`src/rtl/vsevenseg_pkg.sv`:
```
// Shared constants for the scanned seven-segment driver.
package vsevenseg_pkg;

  localparam int unsigned SEG_W = 7;
  localparam int unsigned NIB_W = 4;

  // Bit positions within a segment vector {g,f,e,d,c,b,a}
  typedef enum int unsigned {
    SEG_A = 0,
    SEG_B = 1,
    SEG_C = 2,
    SEG_D = 3,
    SEG_E = 4,
    SEG_F = 5,
    SEG_G = 6
  } seg_bit_e;

  typedef logic [SEG_W-1:0] seg_t;

  // All segments dark, active-high sense
  localparam seg_t SEG_OFF = 7'h00;

  // Active-high hex glyphs 0..F (lower-case b and d)
  localparam seg_t SEG_PATTERN [16] = '{
    7'h3F, 7'h06, 7'h5B, 7'h4F,
    7'h66, 7'h6D, 7'h7D, 7'h07,
    7'h7F, 7'h6F, 7'h77, 7'h7C,
    7'h39, 7'h5E, 7'h79, 7'h71
  };

endpackage

```
`src/rtl/vsevenseg_scan_dec.sv`:
```
// Shared combinational hex-to-seven-segment decoder, active-high outputs.
module hex7seg_dec
  import vsevenseg_pkg::*;
(
  input  logic [NIB_W-1:0] nibble,
  output seg_t             seg_c
);

  // Table lookup of the glyph for one nibble
  always_comb begin
    seg_c = SEG_PATTERN[nibble];
  end

endmodule

```
`src/rtl/vsevenseg_scan.sv`:
```
// Time-multiplexed seven-segment driver with double-buffered data and blanking.
module vsevenseg_scan
  import vsevenseg_pkg::*;
#(
  parameter int unsigned NDIGITS     = 4,
  parameter int unsigned REFRESH_DIV = 100000
) (
  input  logic                     clk,
  input  logic                     rst_L,
  input  logic [NIB_W*NDIGITS-1:0] value,
  input  logic [NDIGITS-1:0]       dp_in,
  input  logic                     load,
  input  logic [NDIGITS-1:0]       en_mask,
  input  logic                     blank_lz,
  output logic [SEG_W-1:0]         seg_L,
  output logic                     dp_L,
  output logic [NDIGITS-1:0]       anode_L,
  output logic                     frame_done
);

  localparam int unsigned PW = (REFRESH_DIV > 1) ? $clog2(REFRESH_DIV) : 1;
  localparam int unsigned IW = (NDIGITS > 1) ? $clog2(NDIGITS) : 1;
  localparam int unsigned VW = NIB_W * NDIGITS;

  localparam logic [PW-1:0] PCNT_MAX = PW'(REFRESH_DIV - 1);
  localparam logic [IW-1:0] IDX_MAX  = IW'(NDIGITS - 1);

  logic [PW-1:0]      pcnt_q, pcnt_d;
  logic [IW-1:0]      idx_q, idx_d;
  logic [VW-1:0]      shadow_val_q, shadow_val_d;
  logic [NDIGITS-1:0] shadow_dp_q, shadow_dp_d;
  logic [VW-1:0]      active_val_q, active_val_d;
  logic [NDIGITS-1:0] active_dp_q, active_dp_d;
  logic               pending_q, pending_d;
  seg_t               seg_q, seg_d;
  logic               dp_q, dp_d;
  logic [NDIGITS-1:0] anode_q, anode_d;
  logic               frame_done_q, frame_done_d;

  logic               tick_c;
  logic               wrap_c;
  logic [NIB_W-1:0]   sel_nib_c;
  logic               sel_dp_c;
  logic               sel_lz_c;
  logic               sel_en_c;
  logic               blank_c;
  seg_t               dec_seg_c;

  // Prescaler and digit scan counter; the last-digit tick is the frame wrap
  always_comb begin
    tick_c = (pcnt_q == PCNT_MAX);
    wrap_c = tick_c && (idx_q == IDX_MAX);
    pcnt_d = tick_c ? '0 : pcnt_q + PW'(1);
    idx_d  = idx_q;
    if (tick_c) begin
      idx_d = (idx_q == IDX_MAX) ? '0 : idx_q + IW'(1);
    end
  end

  // Shadow capture on load; shadow-to-active transfer only at the frame wrap
  always_comb begin
    shadow_val_d = shadow_val_q;
    shadow_dp_d  = shadow_dp_q;
    active_val_d = active_val_q;
    active_dp_d  = active_dp_q;
    pending_d    = pending_q;
    if (load) begin
      shadow_val_d = value;
      shadow_dp_d  = dp_in;
      pending_d    = 1'b1;
    end
    if (wrap_c) begin
      if (load) begin
        active_val_d = value;
        active_dp_d  = dp_in;
        pending_d    = 1'b0;
      end else if (pending_q) begin
        active_val_d = shadow_val_q;
        active_dp_d  = shadow_dp_q;
        pending_d    = 1'b0;
      end
    end
  end

  // Pick the digit about to be shown and work out whether it is blanked
  always_comb begin : sel_comb
    logic zero_run;
    zero_run  = 1'b1;
    sel_nib_c = '0;
    sel_dp_c  = 1'b0;
    sel_lz_c  = 1'b0;
    sel_en_c  = 1'b0;
    for (int i = NDIGITS - 1; i >= 0; i--) begin
      zero_run = zero_run && (active_val_d[NIB_W*i +: NIB_W] == '0);
      if (IW'(i) == idx_d) begin
        sel_nib_c = active_val_d[NIB_W*i +: NIB_W];
        sel_dp_c  = active_dp_d[i];
        sel_lz_c  = zero_run && (i > 0);
        sel_en_c  = en_mask[i];
      end
    end
    blank_c = !sel_en_c || (blank_lz && sel_lz_c);
  end

  hex7seg_dec u_dec (
    .nibble (sel_nib_c),
    .seg_c  (dec_seg_c)
  );

  // Next output pins: anode and segments are computed together so they switch on one edge
  always_comb begin
    seg_d        = blank_c ? ~SEG_OFF : ~dec_seg_c;
    dp_d         = blank_c ? 1'b1 : ~sel_dp_c;
    anode_d      = '1;
    frame_done_d = wrap_c;
    for (int i = 0; i < NDIGITS; i++) begin
      if (!blank_c && (IW'(i) == idx_d)) begin
        anode_d[i] = 1'b0;
      end
    end
  end

  // State and output registers with synchronous active-low reset
  always_ff @(posedge clk) begin
    if (!rst_L) begin
      pcnt_q       <= '0;
      idx_q        <= '0;
      shadow_val_q <= '0;
      shadow_dp_q  <= '0;
      active_val_q <= '0;
      active_dp_q  <= '0;
      pending_q    <= 1'b0;
      seg_q        <= ~SEG_OFF;
      dp_q         <= 1'b1;
      anode_q      <= '1;
      frame_done_q <= 1'b0;
    end else begin
      pcnt_q       <= pcnt_d;
      idx_q        <= idx_d;
      shadow_val_q <= shadow_val_d;
      shadow_dp_q  <= shadow_dp_d;
      active_val_q <= active_val_d;
      active_dp_q  <= active_dp_d;
      pending_q    <= pending_d;
      seg_q        <= seg_d;
      dp_q         <= dp_d;
      anode_q      <= anode_d;
      frame_done_q <= frame_done_d;
    end
  end

  assign seg_L      = seg_q;
  assign dp_L       = dp_q;
  assign anode_L    = anode_q;
  assign frame_done = frame_done_q;

endmodule

```
`config.mk`:
```
export PLATFORM = sky130hd
export DESIGN_NAME = vsevenseg_scan
export DESIGN_NICKNAME = d
export VERILOG_FILES = /design/src/rtl/vsevenseg_pkg.sv /design/src/rtl/vsevenseg_scan_dec.sv /design/src/rtl/vsevenseg_scan.sv
export SDC_FILE = /design/constraint.sdc
export NUM_CORES = 1
export LEC_CHECK = 0
export BUFFER_PORTS_ARGS = -buffer_cell sky130_fd_sc_hd__buf_4
export CORE_MARGIN = 5
export CORE_UTILIZATION = 34
export CTS_CLUSTER_SIZE = 30
export DETAILED_ROUTE_END_ITERATION = 12
export SLEW_MARGIN = 25
export SYNTH_ARGS = -nofsm -noshare
export SYNTH_HDL_FRONTEND = slang
export SYNTH_SLANG_ARGS = --single-unit
export TNS_END_PERCENT = 20
```
`constraint.sdc`:
```
create_clock -name clk -period 4.6 [get_ports clk]
set_input_delay 0.69 -clock clk [delete_from_list [all_inputs] [get_ports clk]]
set_output_delay 0.69 -clock clk [all_outputs]
set_load 0.02 [all_outputs]
```
# [Word-level counts from Yosys, hierarchy flattened]
# Memory sizes are Yosys's and may differ from the RTL's.
# Index checks and enable logic that the tools add are counted.
[word_totals] reg_bits=73 romBits=112 wordCells=75 n_memories=1
[memory_table] memory="(name not given)" words=16 word_bits=7 read_ports=1 rd_clocked_by_memory_dff=0 wr=0 line_no="vsevenseg_scan_dec.sv:11" text="seg_c = SEG_PATTERN[nibble];"
[classes] add_sub_neg=2 magnitude_cmp=1 n_eq_ne=5 n_mux=34 bitwise_logic=4 reduce_logical=17
[ops] op="2-to-1 mux 16 bit" n=3
[ops] op="2-to-1 mux 4 bit" n=7
[ops] op="2-to-1 mux 1 bit" n=20
[ops] op="adder 17 x 1 -> 17 bit (second input constant)" n=1
[ops] op="== test 17 bit (second input constant)" n=1
[ops] op="2-to-1 mux 7 bit" n=2
[ops] op="zero test 4 bit" n=3
[ops] op="logical AND 1 bit" n=8
[ops] op="NOT 7 bit" n=1
[ops] op="greater-or-equal comparator 5 bit (second input constant)" n=1
[ops] op="NOT 4 -> 5 bit" n=1
[ops] op="== test 2 bit (first input constant)" n=2
[ops] op="2-to-1 mux 2 bit" n=2
[ops] op="OR reduction 2 bit" n=2
[ops] op="adder 2 x 1 -> 2 bit (second input constant)" n=1
[ops] op="== test 1 x 2 -> 1 bit (first input constant)" n=1
[ops] op="== test 2 bit (second input constant)" n=1
[ops] op="zero test 1 bit" n=2
[ops] op="zero test 2 bit" n=1
[ops] op="NOT 1 bit" n=2
[ops] op="logical OR 1 bit" n=1

# [Logic depth before layout (Yosys ltp)]
[depth] word_depth=13 mapped_depth=17 ltp_nobuf=14

# [Modules after synthesis]
# Synthesis repeated with hierarchy kept, for this count alone.
[unflattened] cells_unflattened=397 hier_area_um2=3666.0
[modules_own_cells] mod="vsevenseg_scan" n_inst=1 cells_per_inst=364 area_each_um2=3375.7 seq_area_each_um2=1461.4
[modules_own_cells] mod="hex7seg_dec" n_inst=1 cells_per_inst=33 area_each_um2=290.3 seq_area_each_um2=0.0

# [Least setup slack after synthesis]
# Ideal clock, no wire load.
[synth_path] path_kind="register to register" from="register pcnt_q[0]" to="register seg_q[0] (netlist: seg_L[0])" arrival_time_ns=3.595 required_ns=4.474 slack_ns=0.879 stages_incl_launch_ff=15 n_path_buf=0 period_less_slack_ns=3.721 cell_sequence="dfxtp_1 ha_1 nand3_1 or4_1 nor2_1 mux2i_1 nor2_1 a22o_1 a211oi_2 inv_1 ha_1 mux2i_1 nand3_1 a21oi_1 o41ai_2"
[synth_via] elab_chain_cells=12
[synth_rtl] item="start, declared" line_no="vsevenseg_scan.sv:28" text="logic [PW-1:0] pcnt_q, pcnt_d;"
[synth_rtl] item="start signal, assigned" line_no="vsevenseg_scan.sv:138" text="pcnt_q <= pcnt_d;"
[synth_rtl] item="== test 17 bit *" line_no="vsevenseg_scan.sv:51" text="tick_c = (pcnt_q == PCNT_MAX);"
[synth_rtl] item="2-to-1 mux 2 bit / logical AND 1 bit (equally long branches)" line_no="vsevenseg_scan.sv:55, vsevenseg_scan.sv:52"
[synth_rtl] item="== test 2 bit / 2-to-1 mux 16 bit (equally long branches)" line_no="vsevenseg_scan.sv:95, vsevenseg_scan.sv:72"
[synth_rtl] item="2-to-1 mux 4 bit (4 in series)" line_no="vsevenseg_scan.sv:95" text="if (IW'(i) == idx_d) begin"
[synth_rtl] item="NOT 4 -> 5 bit (implied by the code)" line_no="vsevenseg_scan_dec.sv:11"
[synth_rtl] item="memory (16 x 7 bit)"
[synth_rtl] item="2-to-1 mux 7 bit (implied by the code) (2 in series)" line_no="vsevenseg_scan_dec.sv:11"
[synth_rtl] item="NOT 7 bit" line_no="vsevenseg_scan.sv:112" text="seg_d = blank_c ? ~SEG_OFF : ~dec_seg_c;"
[synth_rtl] item="end signal, assigned" line_no="vsevenseg_scan.sv:133" text="seg_q <= ~SEG_OFF;"
[synth_rtl] item="end signal, assigned" line_no="vsevenseg_scan.sv:145" text="seg_q <= seg_d;"
[synth_rtl] item="end, declared" line_no="vsevenseg_scan.sv:35" text="seg_t seg_q, seg_d;"
# Mark *: on every way between the ends. The rest lies on a longest branch, timed or not. The select of a mux whose other input is x is not followed.
# A chain may end at the register's enable or synchronous reset.

# [Final worst setup path]
# Same ends and word-level chain as after synthesis.

==> flow_metrics.env <==
export IMPL_slew_at_the_pin_with_the_worst_max_slew_slack_ps=941
export IMPL_worst_skew_pair_late_latency_ps=360
export IMPL_rows=37
export IMPL_tritoncts_clock_tree="built"
export IMPL_cts_repair_timing_setup_buffer_count=0
export IMPL_dpl_hpwl_um=6780
export IMPL_clock_skew_final_ps=9.43
export IMPL_synthesis_instances=412
export IMPL_worst_r2r_setup_slack_ps=510
export IMPL_vias=3122
export IMPL_initial_core_utilization_pct=34.7
export IMPL_number_of_synthesized_flops_with_an_enable_pin=0
export IMPL_hold_class="flip-flop to flip-flop"
export IMPL_final_min_period_over_clock_period_pct=89.0
export IMPL_timing_critical_path_to_type="flip-flop"
export IMPL_port_buffer_count=40
export IMPL_route_antenna_remaining_nets=0
export IMPL_setup_viol=0
export IMPL_detail_route_wl_per_cell_um=15.9
export IMPL_hold_depth=1
export IMPL_path_clk_slew_ps=90
export IMPL_track_usage_pct=15.4
export IMPL_grt_max_degree=38
export IMPL_post_synth_top_area_cell="sky130_fd_sc_hd__dfxtp_1"
export IMPL_worstPathArrival_ps=4300
export IMPL_power_density_nw_per_um2=310
export IMPL_core_sq_um=10200
export IMPL_min_from="pcnt_q[0]"
export IMPL_grt_first_pass_wirelength_um=16000
export IMPL_yosysWarningCount=0
export IMPL_grt_pass1_vias=3136
export IMPL_period_needed_ps=4090
export IMPL_grt_antenna_before_repair=0
export IMPL_worst_endpoint_required_ps=4800
export IMPL_utilization_pct=41.2
export IMPL_ys_ff_latch=73
export IMPL_detail_route_drc_violations=0
export IMPL_clock_sink_count=73
export IMPL_first_iter_violations=160
export IMPL_cts_resized_gates=0
export IMPL_die_width_um=112
export IMPL_startpoint_type="flip-flop"
export IMPL_hold_buffers=0
export IMPL_ff2ff_path_depth=13
export IMPL_maximum_ir_drop_on_the_vdd_rail_mv=0.164
export IMPL_totalWireLength_um=9460
export IMPL_final_number_of_max_transition_violations=0
export IMPL_design_final_nets=489
export IMPL_die_area_sq_um=12600
export IMPL_first_pass_iters=4
export IMPL_crit_path_max_fanout=10
export IMPL_setup_repair_after_global_routing_missed_its_margin="false"
export IMPL_finalHoldViolCount=0
export IMPL_ioPinCount=41
export IMPL_routabilityCongestion=0.848
export IMPL_ys_types=52
export IMPL_cts_made_buffers=9
export IMPL_number_of_nets_produced_by_synthesis=448
export IMPL_static_leakage_power_nw=1.58
export IMPL_cts_max_level=3
export IMPL_timing_rr_end="seg_L[0]"
export IMPL_synth_seq_area_share_pct=41.2
export IMPL_final_setup_tns_ps=0
export IMPL_yosys_most_used_dff="sky130_fd_sc_hd__dfxtp_1"
export IMPL_cts_root_buffer_cell="sky130_fd_sc_hd__clkbuf_8"
export IMPL_synth_async_sr_flop_share_pct=0
export IMPL_fp_dieH_um=112
export IMPL_netlist_area_sq_um=3550
export IMPL_drive_above_1_share_pct=17.5
export IMPL_ctsLongestPathBuffers=2
export IMPL_grt_ovfl_total=0
export IMPL_critPathKind="flip-flop to flip-flop"
export IMPL_maxSlewHeadroom_pct=37.3
export IMPL_achievable_frequency_ghz=0.244
export IMPL_post_syn_area_per_cell_sq_um=8.61
export IMPL_antenna_cells_inserted=0
export IMPL_worstHoldEndpoint="pcnt_q[0]"
export IMPL_netlist_top_cells_area="sky130_fd_sc_hd__dfxtp_1 41%, sky130_fd_sc_hd__mux2i_1 7.9%, sky130_fd_sc_hd__nor2_1 7.7%, sky130_fd_sc_hd__o22ai_1 3.4%, sky130_fd_sc_hd__ha_1 2.8%"
export IMPL_run_status="finished clean"
export IMPL_routed_via_density=5.26
export IMPL_synth_top_area_share_pct=41.2
export IMPL_max_cap_violations=0
export IMPL_synthToLayoutAreaGrowth_pct=18.8
export IMPL_rr_startpoint="pcnt_q[0]"
how the worst max path moves through the flow:
stage / endpoint / depth (start not counted) / from
3_5_place_dp: seg_L[0] / 13 / pcnt_q[0]
3_3_place_gp: seg_L[0] / 13 / pcnt_q[0]
6_report: seg_L[0] / 13 / pcnt_q[0]
5_1_grt: seg_L[0] / 13 / pcnt_q[0]
2_1_floorplan: seg_L[0] / 14 / pcnt_q[0]
4_1_cts: seg_L[0] / 13 / pcnt_q[0]
synth_stat cells (8+ instances only):
library cell               count
sky130_fd_sc_hd__a21oi_1      15
sky130_fd_sc_hd__nor4_1       12
sky130_fd_sc_hd__o22ai_1      19
sky130_fd_sc_hd__mux2i_1      28
sky130_fd_sc_hd__nor2_1       73
sky130_fd_sc_hd__nand2_1      23
sky130_fd_sc_hd__dfxtp_1      73
sky130_fd_sc_hd__or3_1        10
sky130_fd_sc_hd__o21ai_0      12
sky130_fd_sc_hd__and2_1       10
sky130_fd_sc_hd__nor3_1       12
sky130_fd_sc_hd__clkbuf_1     12
sky130_fd_sc_hd__nand3_1      11
sky130_fd_sc_hd__ha_1          8
final cells by class:
class	instances	area [sq um]
Clock buffer	9	124
Clock inverter	7	86.3
Fill cell	1022	6020
Inverter	7	26.3
Multi-Input combinational cell	311	1960
Sequential cell	73	1460
Tap cell	136	170
Timing Repair Buffer	51	383
kinds of logic after synthesis:
kind of cell | after synthesis | share of synthesized area [%]
AND/OR/NAND/NOR | 172 | 23.7
multiplexers | 30 | 8.54
buffers and inverters | 28 | 3.60
flip-flops | 73 | 41.2
adder cells (fa/ha/maj) | 8 | 2.82
XOR/XNOR | 14 | 3.46
AO/OA/AOI/OAI | 87 | 16.7
through the flow:
stage                     setup slack [ps]  area [sq um]  total power [mW]  hold WS, ps  instances
final                                  506          4210              1.30          456        594
after floorplan                        879          3550             0.727          418        412
after global routing                   203          4210              1.35          474        594
after detailed placement               545          4000             0.768          445        578
after CTS                              510          4210              1.31          459        594
after global placement                 688          4000             0.767          431        578
critical path, stage by stage (launching register included):
cell and delay (ps):
sky130_fd_sc_hd__dfxtp_1 360, sky130_fd_sc_hd__ha_1 240, sky130_fd_sc_hd__nand3_1 160, sky130_fd_sc_hd__or4_1 530, sky130_fd_sc_hd__nor2_1 220, sky130_fd_sc_hd__mux2_2 460
sky130_fd_sc_hd__nor2_1 420, sky130_fd_sc_hd__nand2_1 100, sky130_fd_sc_hd__o211ai_1 260, sky130_fd_sc_hd__inv_1 170, sky130_fd_sc_hd__ha_1 290, sky130_fd_sc_hd__or4bb_1 520
sky130_fd_sc_hd__o31ai_1 90, sky130_fd_sc_hd__o41ai_2 120
per-layer routing:
layer	GRT usage, %	up-vias	share of wire, %
li1	-	1572	-
met1	20.4	1479	49
met2	25.5	60	47
met3	2.70	11	3.5
met4	4.97	0	1.4
met5	0	-	0
registers in the layout, summed over array words and instances (netlist names):
register / cells
pcnt_q: 17
pending_q: 1
frame_done: 1
idx_q: 2
shadow_val_q: 16
active_val_q: 16
active_dp_q: 4
seg_L: 7
dp_L: 1
anode_L: 4
shadow_dp_q: 4
report_power, final:
group          switching [mW]  internal, mW
logic                  0.0512        0.0451
registers             0.00884         0.648
clock network           0.287         0.263
total                   0.347         0.956
layout by cell type, fill, tap and decap left out, types with 6 or more instances in the layout:
cell type / netlist / routed
sky130_fd_sc_hd__nor2_1: 73 / 73
sky130_fd_sc_hd__dfxtp_1: 73 / 73
sky130_fd_sc_hd__buf_4: 1 / 51
sky130_fd_sc_hd__mux2i_1: 28 / 28
sky130_fd_sc_hd__nand2_1: 23 / 23
sky130_fd_sc_hd__o22ai_1: 19 / 19
sky130_fd_sc_hd__a21oi_1: 15 / 15
sky130_fd_sc_hd__o21ai_0: 12 / 12
sky130_fd_sc_hd__nor4_1: 12 / 12
sky130_fd_sc_hd__nor3_1: 12 / 12
sky130_fd_sc_hd__nand3_1: 11 / 11
sky130_fd_sc_hd__and2_1: 10 / 10
sky130_fd_sc_hd__or3_1: 10 / 10
sky130_fd_sc_hd__clkbuf_8: 0 / 9
sky130_fd_sc_hd__ha_1: 8 / 8
sky130_fd_sc_hd__nand4_1: 7 / 7
sky130_fd_sc_hd__o21a_1: 7 / 7
sky130_fd_sc_hd__xnor2_1: 7 / 7
sky130_fd_sc_hd__xor2_1: 7 / 7
sky130_fd_sc_hd__inv_1: 6 / 6
(Power assumes the default switching activity.)
